`src/rtl/cu_pkg.sv`:
```
// Shared definitions for the multi-cycle control unit: opcodes, ALU and
// PC-source codes, the FSM state encoding and the control vector layout.
package cu_pkg;

  localparam int OPW  = 6;
  localparam int ALUW = 3;

  // Instruction opcodes
  localparam logic [OPW-1:0] OP_ADD  = 6'b000000;
  localparam logic [OPW-1:0] OP_SUB  = 6'b000001;
  localparam logic [OPW-1:0] OP_ORI  = 6'b010000;
  localparam logic [OPW-1:0] OP_AND  = 6'b010001;
  localparam logic [OPW-1:0] OP_OR   = 6'b010010;
  localparam logic [OPW-1:0] OP_MOVE = 6'b100000;
  localparam logic [OPW-1:0] OP_SW   = 6'b100110;
  localparam logic [OPW-1:0] OP_LW   = 6'b100111;
  localparam logic [OPW-1:0] OP_BEQ  = 6'b110000;
  localparam logic [OPW-1:0] OP_J    = 6'b111000;
  localparam logic [OPW-1:0] OP_HALT = 6'b111111;

  // ALU operation codes
  localparam logic [ALUW-1:0] ALU_ADD = 3'b000;
  localparam logic [ALUW-1:0] ALU_SUB = 3'b001;
  localparam logic [ALUW-1:0] ALU_OR  = 3'b011;
  localparam logic [ALUW-1:0] ALU_AND = 3'b100;

  // PC source select codes
  localparam logic [1:0] PC_NEXT   = 2'b00;
  localparam logic [1:0] PC_BRANCH = 2'b01;
  localparam logic [1:0] PC_JUMP   = 2'b10;

  typedef enum logic [3:0] {
    ST_IF     = 4'd0,
    ST_ID     = 4'd1,
    ST_EXE_AL = 4'd2,
    ST_EXE_LS = 4'd3,
    ST_EXE_BR = 4'd4,
    ST_MEM    = 4'd5,
    ST_WB_AL  = 4'd6,
    ST_WB_LD  = 4'd7,
    ST_HALT   = 4'd8
  } state_t;

  // Coarse instruction class, used both for sequencing and for ID outputs
  typedef enum logic [2:0] {
    CLS_ALU,
    CLS_MEM,
    CLS_BRANCH,
    CLS_JUMP,
    CLS_HALT,
    CLS_ILLEGAL
  } op_class_t;

  typedef struct packed {
    logic            pc_wre;
    logic            ins_mem_rw;
    logic            ir_wre;
    logic            ext_sel;
    logic            data_mem_rw;
    logic            alu_src_b;
    logic            alu_m2reg;
    logic            reg_wre;
    logic            reg_out;
    logic [1:0]      pc_src;
    logic [ALUW-1:0] alu_op;
    logic            illegal;
    logic            halted;
  } ctrl_t;

  function automatic op_class_t classify(input logic [OPW-1:0] op);
    op_class_t cls;
    case (op)
      OP_ADD, OP_SUB, OP_ORI, OP_AND, OP_OR, OP_MOVE: cls = CLS_ALU;
      OP_SW, OP_LW:                                   cls = CLS_MEM;
      OP_BEQ:                                         cls = CLS_BRANCH;
      OP_J:                                           cls = CLS_JUMP;
      OP_HALT:                                        cls = CLS_HALT;
      default:                                        cls = CLS_ILLEGAL;
    endcase
    return cls;
  endfunction

  function automatic logic [ALUW-1:0] alu_code(input logic [OPW-1:0] op);
    logic [ALUW-1:0] code;
    case (op)
      OP_SUB:        code = ALU_SUB;
      OP_ORI, OP_OR: code = ALU_OR;
      OP_AND:        code = ALU_AND;
      default:       code = ALU_ADD;
    endcase
    return code;
  endfunction

endpackage

```
`src/rtl/cu_decode.sv`:
```
// Combinational control decoder: maps the current FSM state and the
// opcode in force for that state onto the datapath control vector.
module cu_decode
  import cu_pkg::*;
(
  input  state_t           state,
  input  logic [OPW-1:0]   op,
  input  logic             zero,
  input  logic             mem_done,
  output ctrl_t            ctrl
);

  // Everything defaults low; each state raises only the controls it owns
  always_comb begin
    ctrl = '0;
    case (state)
      ST_IF: begin
        ctrl.ins_mem_rw = 1'b1;
        ctrl.ir_wre     = 1'b1;
      end
      ST_ID: begin
        case (classify(op))
          CLS_JUMP: begin
            ctrl.pc_wre = 1'b1;
            ctrl.pc_src = PC_JUMP;
          end
          CLS_ILLEGAL: begin
            ctrl.illegal = 1'b1;
            ctrl.pc_wre  = 1'b1;
            ctrl.pc_src  = PC_NEXT;
          end
          default: ;
        endcase
      end
      ST_EXE_AL: begin
        ctrl.alu_op    = alu_code(op);
        ctrl.alu_src_b = (op == OP_ORI);
      end
      ST_WB_AL: begin
        ctrl.reg_wre = 1'b1;
        ctrl.reg_out = (op != OP_ORI);
        ctrl.pc_wre  = 1'b1;
        ctrl.pc_src  = PC_NEXT;
      end
      ST_EXE_LS: begin
        ctrl.alu_op    = ALU_ADD;
        ctrl.alu_src_b = 1'b1;
        ctrl.ext_sel   = 1'b1;
      end
      ST_MEM: begin
        ctrl.alu_op      = ALU_ADD;
        ctrl.alu_src_b   = 1'b1;
        ctrl.ext_sel     = 1'b1;
        ctrl.data_mem_rw = (op == OP_SW);
        ctrl.pc_wre      = (op == OP_SW) && mem_done;
        ctrl.pc_src      = PC_NEXT;
      end
      ST_WB_LD: begin
        ctrl.reg_wre   = 1'b1;
        ctrl.alu_m2reg = 1'b1;
        ctrl.reg_out   = 1'b0;
        ctrl.pc_wre    = 1'b1;
        ctrl.pc_src    = PC_NEXT;
      end
      ST_EXE_BR: begin
        ctrl.alu_op  = ALU_SUB;
        ctrl.ext_sel = 1'b1;
        ctrl.pc_wre  = 1'b1;
        ctrl.pc_src  = zero ? PC_BRANCH : PC_NEXT;
      end
      ST_HALT: begin
        ctrl.halted = 1'b1;
      end
      default: ;
    endcase
  end

endmodule

```
`src/rtl/multi_cycle_cu.sv`:
```
// Multi-cycle control unit for the MIPS-subset CPU. Sequences each
// instruction through IF/ID/EXE/MEM/WB and drives the datapath controls.
// Optional macro CU_PERF_CNT_EN adds instr_retired and cycle_cnt counters.
module multi_cycle_cu
  import cu_pkg::*;
#(
  parameter int OP_W            = 6,
  parameter int ALUOP_W         = 3,
  parameter int MEM_WAIT_EN_DEF = 1
) (
  input  logic               clk,
  input  logic               rst_n,
  input  logic [OP_W-1:0]    op,
  input  logic               zero,
  input  logic               mem_ready,
  output logic               PCWre,
  output logic               InsMemRW,
  output logic               IRWre,
  output logic               ExtSel,
  output logic               DataMemRW,
  output logic               ALUSrcB,
  output logic               ALUM2Reg,
  output logic               RegWre,
  output logic               RegOut,
  output logic [1:0]         PCSrc,
  output logic [ALUOP_W-1:0] ALUOp,
  output logic               illegal,
  output logic               halted
`ifdef CU_PERF_CNT_EN
  ,
  output logic [31:0]        instr_retired,
  output logic [31:0]        cycle_cnt
`endif
);

  state_t         state;
  state_t         next_state;
  logic [OPW-1:0] op_now;
  logic [OPW-1:0] op_q;
  logic [OPW-1:0] op_dec;
  logic           mem_done;
  ctrl_t          ctrl;

  assign op_now   = OPW'(op);
  assign op_dec   = (state == ST_ID) ? op_now : op_q;
  assign mem_done = (MEM_WAIT_EN_DEF == 0) ? 1'b1 : mem_ready;

  // State register; reset drops straight back to fetch
  always_ff @(posedge clk or negedge rst_n) begin
    if (!rst_n) begin
      state <= ST_IF;
    end else begin
      state <= next_state;
    end
  end

  // Latch the opcode as the FSM leaves decode so later states see a stable value
  always_ff @(posedge clk or negedge rst_n) begin
    if (!rst_n) begin
      op_q <= '0;
    end else if (state == ST_ID) begin
      op_q <= op_now;
    end
  end

  // Next-state sequencing
  always_comb begin
    next_state = ST_IF;
    case (state)
      ST_IF: next_state = ST_ID;
      ST_ID: begin
        case (classify(op_now))
          CLS_ALU:    next_state = ST_EXE_AL;
          CLS_MEM:    next_state = ST_EXE_LS;
          CLS_BRANCH: next_state = ST_EXE_BR;
          CLS_HALT:   next_state = ST_HALT;
          default:    next_state = ST_IF;
        endcase
      end
      ST_EXE_AL: next_state = ST_WB_AL;
      ST_EXE_LS: next_state = ST_MEM;
      ST_EXE_BR: next_state = ST_IF;
      ST_MEM: begin
        if (!mem_done) begin
          next_state = ST_MEM;
        end else if (op_q == OP_SW) begin
          next_state = ST_IF;
        end else begin
          next_state = ST_WB_LD;
        end
      end
      ST_WB_AL: next_state = ST_IF;
      ST_WB_LD: next_state = ST_IF;
      ST_HALT:  next_state = ST_HALT;
      default:  next_state = ST_IF;
    endcase
  end

  cu_decode u_decode (
    .state    (state),
    .op       (op_dec),
    .zero     (zero),
    .mem_done (mem_done),
    .ctrl     (ctrl)
  );

  assign PCWre     = ctrl.pc_wre;
  assign InsMemRW  = ctrl.ins_mem_rw;
  assign IRWre     = ctrl.ir_wre;
  assign ExtSel    = ctrl.ext_sel;
  assign DataMemRW = ctrl.data_mem_rw;
  assign ALUSrcB   = ctrl.alu_src_b;
  assign ALUM2Reg  = ctrl.alu_m2reg;
  assign RegWre    = ctrl.reg_wre;
  assign RegOut    = ctrl.reg_out;
  assign PCSrc     = ctrl.pc_src;
  assign ALUOp     = ALUOP_W'(ctrl.alu_op);
  assign illegal   = ctrl.illegal;
  assign halted    = ctrl.halted;

`ifdef CU_PERF_CNT_EN
  // Free-running cycle counter (frozen in HALT) and retired-instruction counter
  always_ff @(posedge clk or negedge rst_n) begin
    if (!rst_n) begin
      cycle_cnt     <= '0;
      instr_retired <= '0;
    end else begin
      if (state != ST_HALT) begin
        cycle_cnt <= cycle_cnt + 32'd1;
      end
      if (ctrl.pc_wre || (state == ST_ID && next_state == ST_HALT)) begin
        instr_retired <= instr_retired + 32'd1;
      end
    end
  end
`endif

endmodule

```
`config.mk`:
```
export PLATFORM = sky130hd
export DESIGN_NAME = multi_cycle_cu
export DESIGN_NICKNAME = d
export VERILOG_FILES = /design/src/rtl/cu_pkg.sv /design/src/rtl/cu_decode.sv /design/src/rtl/multi_cycle_cu.sv
export SDC_FILE = /design/constraint.sdc
export NUM_CORES = 1
export LEC_CHECK = 0
export CAP_MARGIN = 10
export CELL_PAD_IN_SITES_DETAIL_PLACEMENT = 1
export CELL_PAD_IN_SITES_GLOBAL_PLACEMENT = 1
export CORE_MARGIN = 3
export CORE_UTILIZATION = 36
export DETAILED_ROUTE_END_ITERATION = 10
export PLACE_DENSITY_LB_ADDON = 0.1
export SLEW_MARGIN = 20
export SYNTH_ARGS = -nofsm -noshare
export SYNTH_HDL_FRONTEND = slang
export SYNTH_SLANG_ARGS = --single-unit
```
`constraint.sdc`:
```
create_clock -name clk -period 5.25 [get_ports clk]
set_input_delay 1.05 -clock clk [delete_from_list [all_inputs] [get_ports clk]]
set_output_delay 1.05 -clock clk [all_outputs]
set_load 0.02 [all_outputs]
```
# Yosys cells after proc, flatten, opt, wreduce, memory -nomap -nowiden
# Index checks and enable logic that the tools add are counted.
word_totals:
  wordCells: 76
  ff_bits: 10
  in_bits: 10
op_classes:
  n_reduce_logical: 14
  n_eq_ne: 35
  n_mux: 25
ops:
  columns: ["operator", "n"]
  rows:
  - ["$eq 6x6->1 const B", 13]
  - ["$eq 6x5->1 const B", 6]
  - ["$pmux 3 s5", 2]
  - ["$pmux 4 s6", 1]
  - ["$eq 4x3->1 const B", 4]
  - ["$pmux 4 s4", 1]
  - ["$eq 6x1->1 const B", 2]
  - ["$logic_not 6->1", 2]
  - ["$mux 3", 4]
  - ["$reduce_or 6->1", 2]
  - ["$reduce_or 2->1", 5]
  - ["$pmux 3 s3", 1]
  - ["$eq 4x2->1 const B", 2]
  - ["$mux 1", 8]
  - ["$pmux 2 s2", 2]
  - ["$eq 3x2->1 const B", 2]
  - ["$eq 3x3->1 const B", 2]
  - ["$mux 6", 1]
  - ["$ne 6x5->1 const B", 1]
  - ["$pmux 3 s2", 1]
  - ["$reduce_or 3->1", 2]
  - ["$eq 4x1->1 const B", 1]
  - ["$eq 4x4->1 const B", 1]
  - ["$logic_not 4->1", 1]
  - ["6 further kinds", 7]

# Depth between registers and ports, before layout
logic_depth:
  word_depth: 10
  depth_mapped: 7

# By module
# From an unflattened synthesis, not the netlist that was laid out.
unflattened:
  cells_unflattened: 108
  area_unflattened_um2: 930.9
by_module_without_submodules:
  columns: ["mod", "area_per_inst_um2", "cells_per_inst", "seq_area_each_um2", "n_inst"]
  rows:
  - ["multi_cycle_cu", 576.8, 54, 250.2, 1]
  - ["cu_decode", 354.1, 54, 0.0, 1]

# Worst setup path after synthesis
# OpenSTA, ideal clock, no wires.
synth_timing:
  path_type: "input to output"
  from: "input port op[3]"
  to: "output port DataMemRW"
  path_buffers: 0
  path_stages: 4
  slack_ns: 1.753
  t_arrival_ns: 2.447
  path_cell_list: "nor4bb_1 nand2_1 o21ai_0 nor4b_1"
synth_via:
  elab_chain_len: 3
synth_lines:
  columns: ["element", "line_no", "text"]
  rows:
  - ["start, declared", "multi_cycle_cu.sv:13", "input logic [OP_W-1:0] op,"]
  - ["$mux 6", null, null]
  - ["$eq 6x6->1", "cu_decode.sv:54", "ctrl.data_mem_rw = (op == OP_SW);"]
  - ["$mux 1", "cu_decode.sv:16", "case (state)"]
  - ["end, declared", "multi_cycle_cu.sv:20", "output logic DataMemRW,"]
# No other way between the ends.

# Worst setup path after layout
layout_timing:
  from: "input port op[1]"
  to: "output port PCWre"
layout_via:
  elab_chain_len: 9
layout_lines:
  columns: ["element", "line_no", "text"]
  rows:
  - ["$mux 6 *", null, null]
  - ["$eq 6x6->1, or another cell as far along", "cu_pkg.sv:72", "case (op)"]
  - ["$reduce_or 6->1 or $reduce_or 2->1 (tied branches)", "cu_pkg.sv:72", null]
  - ["$pmux 3 s5", "cu_pkg.sv:72", null]
  - ["$mux 3", "cu_decode.sv:16", null]
  - ["$eq 3x3->1 or $eq 3x2->1 (tied branches)", "cu_decode.sv:22", "case (classify(op))"]
  - ["$reduce_or 2->1 (no line)", null, null]
  - ["$mux 1", "cu_decode.sv:22", null]
  - ["$pmux 1 s3 *", "cu_decode.sv:16", null]
  - ["end, declared", "multi_cycle_cu.sv:16", "output logic PCWre,"]
# Every way passes the cells marked *; elsewhere a longest branch is shown, timed or not. The select of a mux whose other input is x is not followed.

==> metrics.txt <==
status complete, no violations; Final GP Congestion 0.848; pwr/cell area 569 nW/um^2; Max-Cap Viols 0; Setup Viol. Count Final 0; standard-cell rows 17; CTS root buffer clkbuf_4; DRT Wirelength 2730 um; drt pass-1 iters 4; relative slew slack 49.8%; clk_lat worst skew 270 ps; Synth Register Bits 10; Die X 55.4 um; die area 3060 sq um; Longest Clk Path Bufs 2; final period utilization 86.1%; EDFF count, synth 0; Synth top cells by count nand2_1 (12), nor2_1 (11), dfrtp_1 (10), nand3_1 (7); Post-Synthesis Cells 110; crit path launch type input port; synthesized area 877 sq um; clk_skew 4.69 ps; Antenna Cells 0; Comb pwr share 61.6%; placed insts 156; IO Pins 26; ys async rst share 100%; endpoints failing hold 0; HP Class flop to flop; Starting Density 38.9%; crit path DAT 3470 ps; Distinct cells, synth 39; hold_ws 576 ps; Synth area leaders dfrtp_1 (29%), nand2_1 (5.1%), nor2_1 (4.7%); post-synthesis sequential area ratio 28.5%; Setup TNS 0 ps; post_cts resized 0; Die Y 55.4 um; RSZ-0062 raised after global routing false; antenna violation net count after detailed routing 0; GRT Total Usage 18.9%; Slew Limit Fails 0; Clk pwr share 11.0%; Tightest Pin Transition 751 ps; slowest CP cell clkdlybuf4s50_1; DR WL/cell 17.1 um; Avg Cell Area, Syn 7.97 sq um; Synth warnings 0; share of cells above drive strength 1 9.09%; core area 2250 sq um; Residual DRC 0; dpl hpwl 2060 um; initial antenna violation count 0; Peak VDD IR 306 uV; vias in the first global route 974; gr ovfl total 0; Lkg Pwr 0.458 nW; Switch Pwr 0.000323 W; hold buffers post-CTS 0; Post-Syn Nets 120; clock-pin transition on the worst setup and hold timing paths 70 ps; post-layout util 51.5%; CTS sink cnt 10; # port buffers 25; post-CTS setup buffers 0; internal power 0.000337 W; CTS tree yes; flop-to-flop setup slack 3290 ps; TritonCTS Buffers 3; Iter 0 DRT Violations 16; CP top delay family buffers and inverters; Max Clk Rate 0.221 GHz; Via Count 940; fin cells 160; critical path endpoint category output port; top_reg_cell synth dfrtp_1; leading area contributor after synthesis dfrtp_1; CP bufs+invs 2; most frequent cell after synthesis nand2_1; CP Max Fanout 7; Worst Path Required 4200 ps; synth-to-layout area growth 32.4%; fin crit period 4520 ps; # nets final 143; top cell type's share of synthesized area 28.5%; largest net degree at the start of global routing 16; slowest stage delay, CP 640 ps; sequential power share 27.4%; crit path cell chain clkdlybuf4s50_1, nor4bb_1, nand2_1, o21ai_0, a31oi_1, o21ai_0, clkdlybuf4s50_1; CP Class input port to output port; first-pass GRT wire length 4660 um; H-tree level count 1; Sw Ratio 49.0%; Avg Vias per Cell 5.88
[worst reg2reg max path, cell delays in order, from the launching register on]
cell     delay [ps]
dfrtp_1         530
or4b_1          880
mux2i_2         370
inv_2            70
[metal layers]
metal / up-vias / part of all wire, % / track usage (%)
met4: 0 / 1.3 / 7.64
met5: - / 0 / 0
met2: 31 / 46 / 27.7
met1: 460 / 48 / 25.6
met3: 4 / 5.1 / 5.84
li1: 445 / - / -
[area by class of cell]
| cell class | instances | area, sq um |
|---|---|---|
| multi-input cells | 89 | 574 |
| fillers | 289 | 1090 |
| clock buffers | 4 | 36.3 |
| inverters | 4 | 15.0 |
| flip-flops and latches | 10 | 250 |
| repair buffers | 25 | 250 |
| well taps | 28 | 35.0 |
[placed cells by master (no fill, tap or decap), types with 2 or more instances in the layout]
cell type        count
mux2i_1              2
nor4b_1              3
and3_1               2
inv_2                2
a31oi_1              2
nand2_1             12
clkbuf_4             3
clkdlybuf4s50_1     25
nor4bb_1             2
inv_1                2
nor3_1               2
dfrtp_1             10
and4_1               3
nand2b_1             4
nor2_1              11
o21ai_0              6
a21oi_1              6
nor2b_1              4
and2_1               3
nand3_1              7
nor3b_1              2
a211o_1              2
[logic make-up after synthesis]
kind of cell    after synthesis  share of synthesized area, %
compound gates               22                          16.0
flops                        10                          28.5
buf+inv                      11                          5.99
mux                           5                          7.70
simple gates                 62                          41.8
[registers in the layout, indices dropped and copies added (netlist names)]
name   count
state      4
op_q       6
[power by group through the flow]
stage / registers [W] / logic [W] / clock network (W)
2_1_floorplan: 0.000140 / 0.000320 / 0
3_3_place_gp: 0.000177 / 0.000400 / 0
3_5_place_dp: 0.000180 / 0.000407 / 0
4_1_cts: 0.000179 / 0.000410 / 0.0000740
5_1_grt: 0.000188 / 0.000448 / 0.0000810
6_report: 0.000181 / 0.000407 / 0.0000726
[metrics by stage]
| step | setup WS (ps) | instance area, sq um | total power (W) |
|---|---|---|---|
| after global routing | 467 | 1160 | 0.000717 |
| after CTS | 753 | 1160 | 0.000663 |
| after global placement | 827 | 1120 | 0.000577 |
| final | 730 | 1160 | 0.000661 |
| after detailed placement | 751 | 1120 | 0.000587 |
| after floorplan | 1750 | 877 | 0.000460 |
[final timing paths]
| path | from | end | cells past startpoint |
|---|---|---|---|
| hold / removal | op_q[3] | op_q[3] | 2 |
| max in group asynchronous | rst_n | op_q[0] | 1 |
| hold reg to reg | op_q[3] | op_q[3] | 2 |
| min in group asynchronous | rst_n | op_q[2] | 1 |
| setup / recovery | op[1] | PCWre | 7 |
| setup reg to reg | state[1] | op_q[1] | 3 |
(Power assumes the default switching activity.)
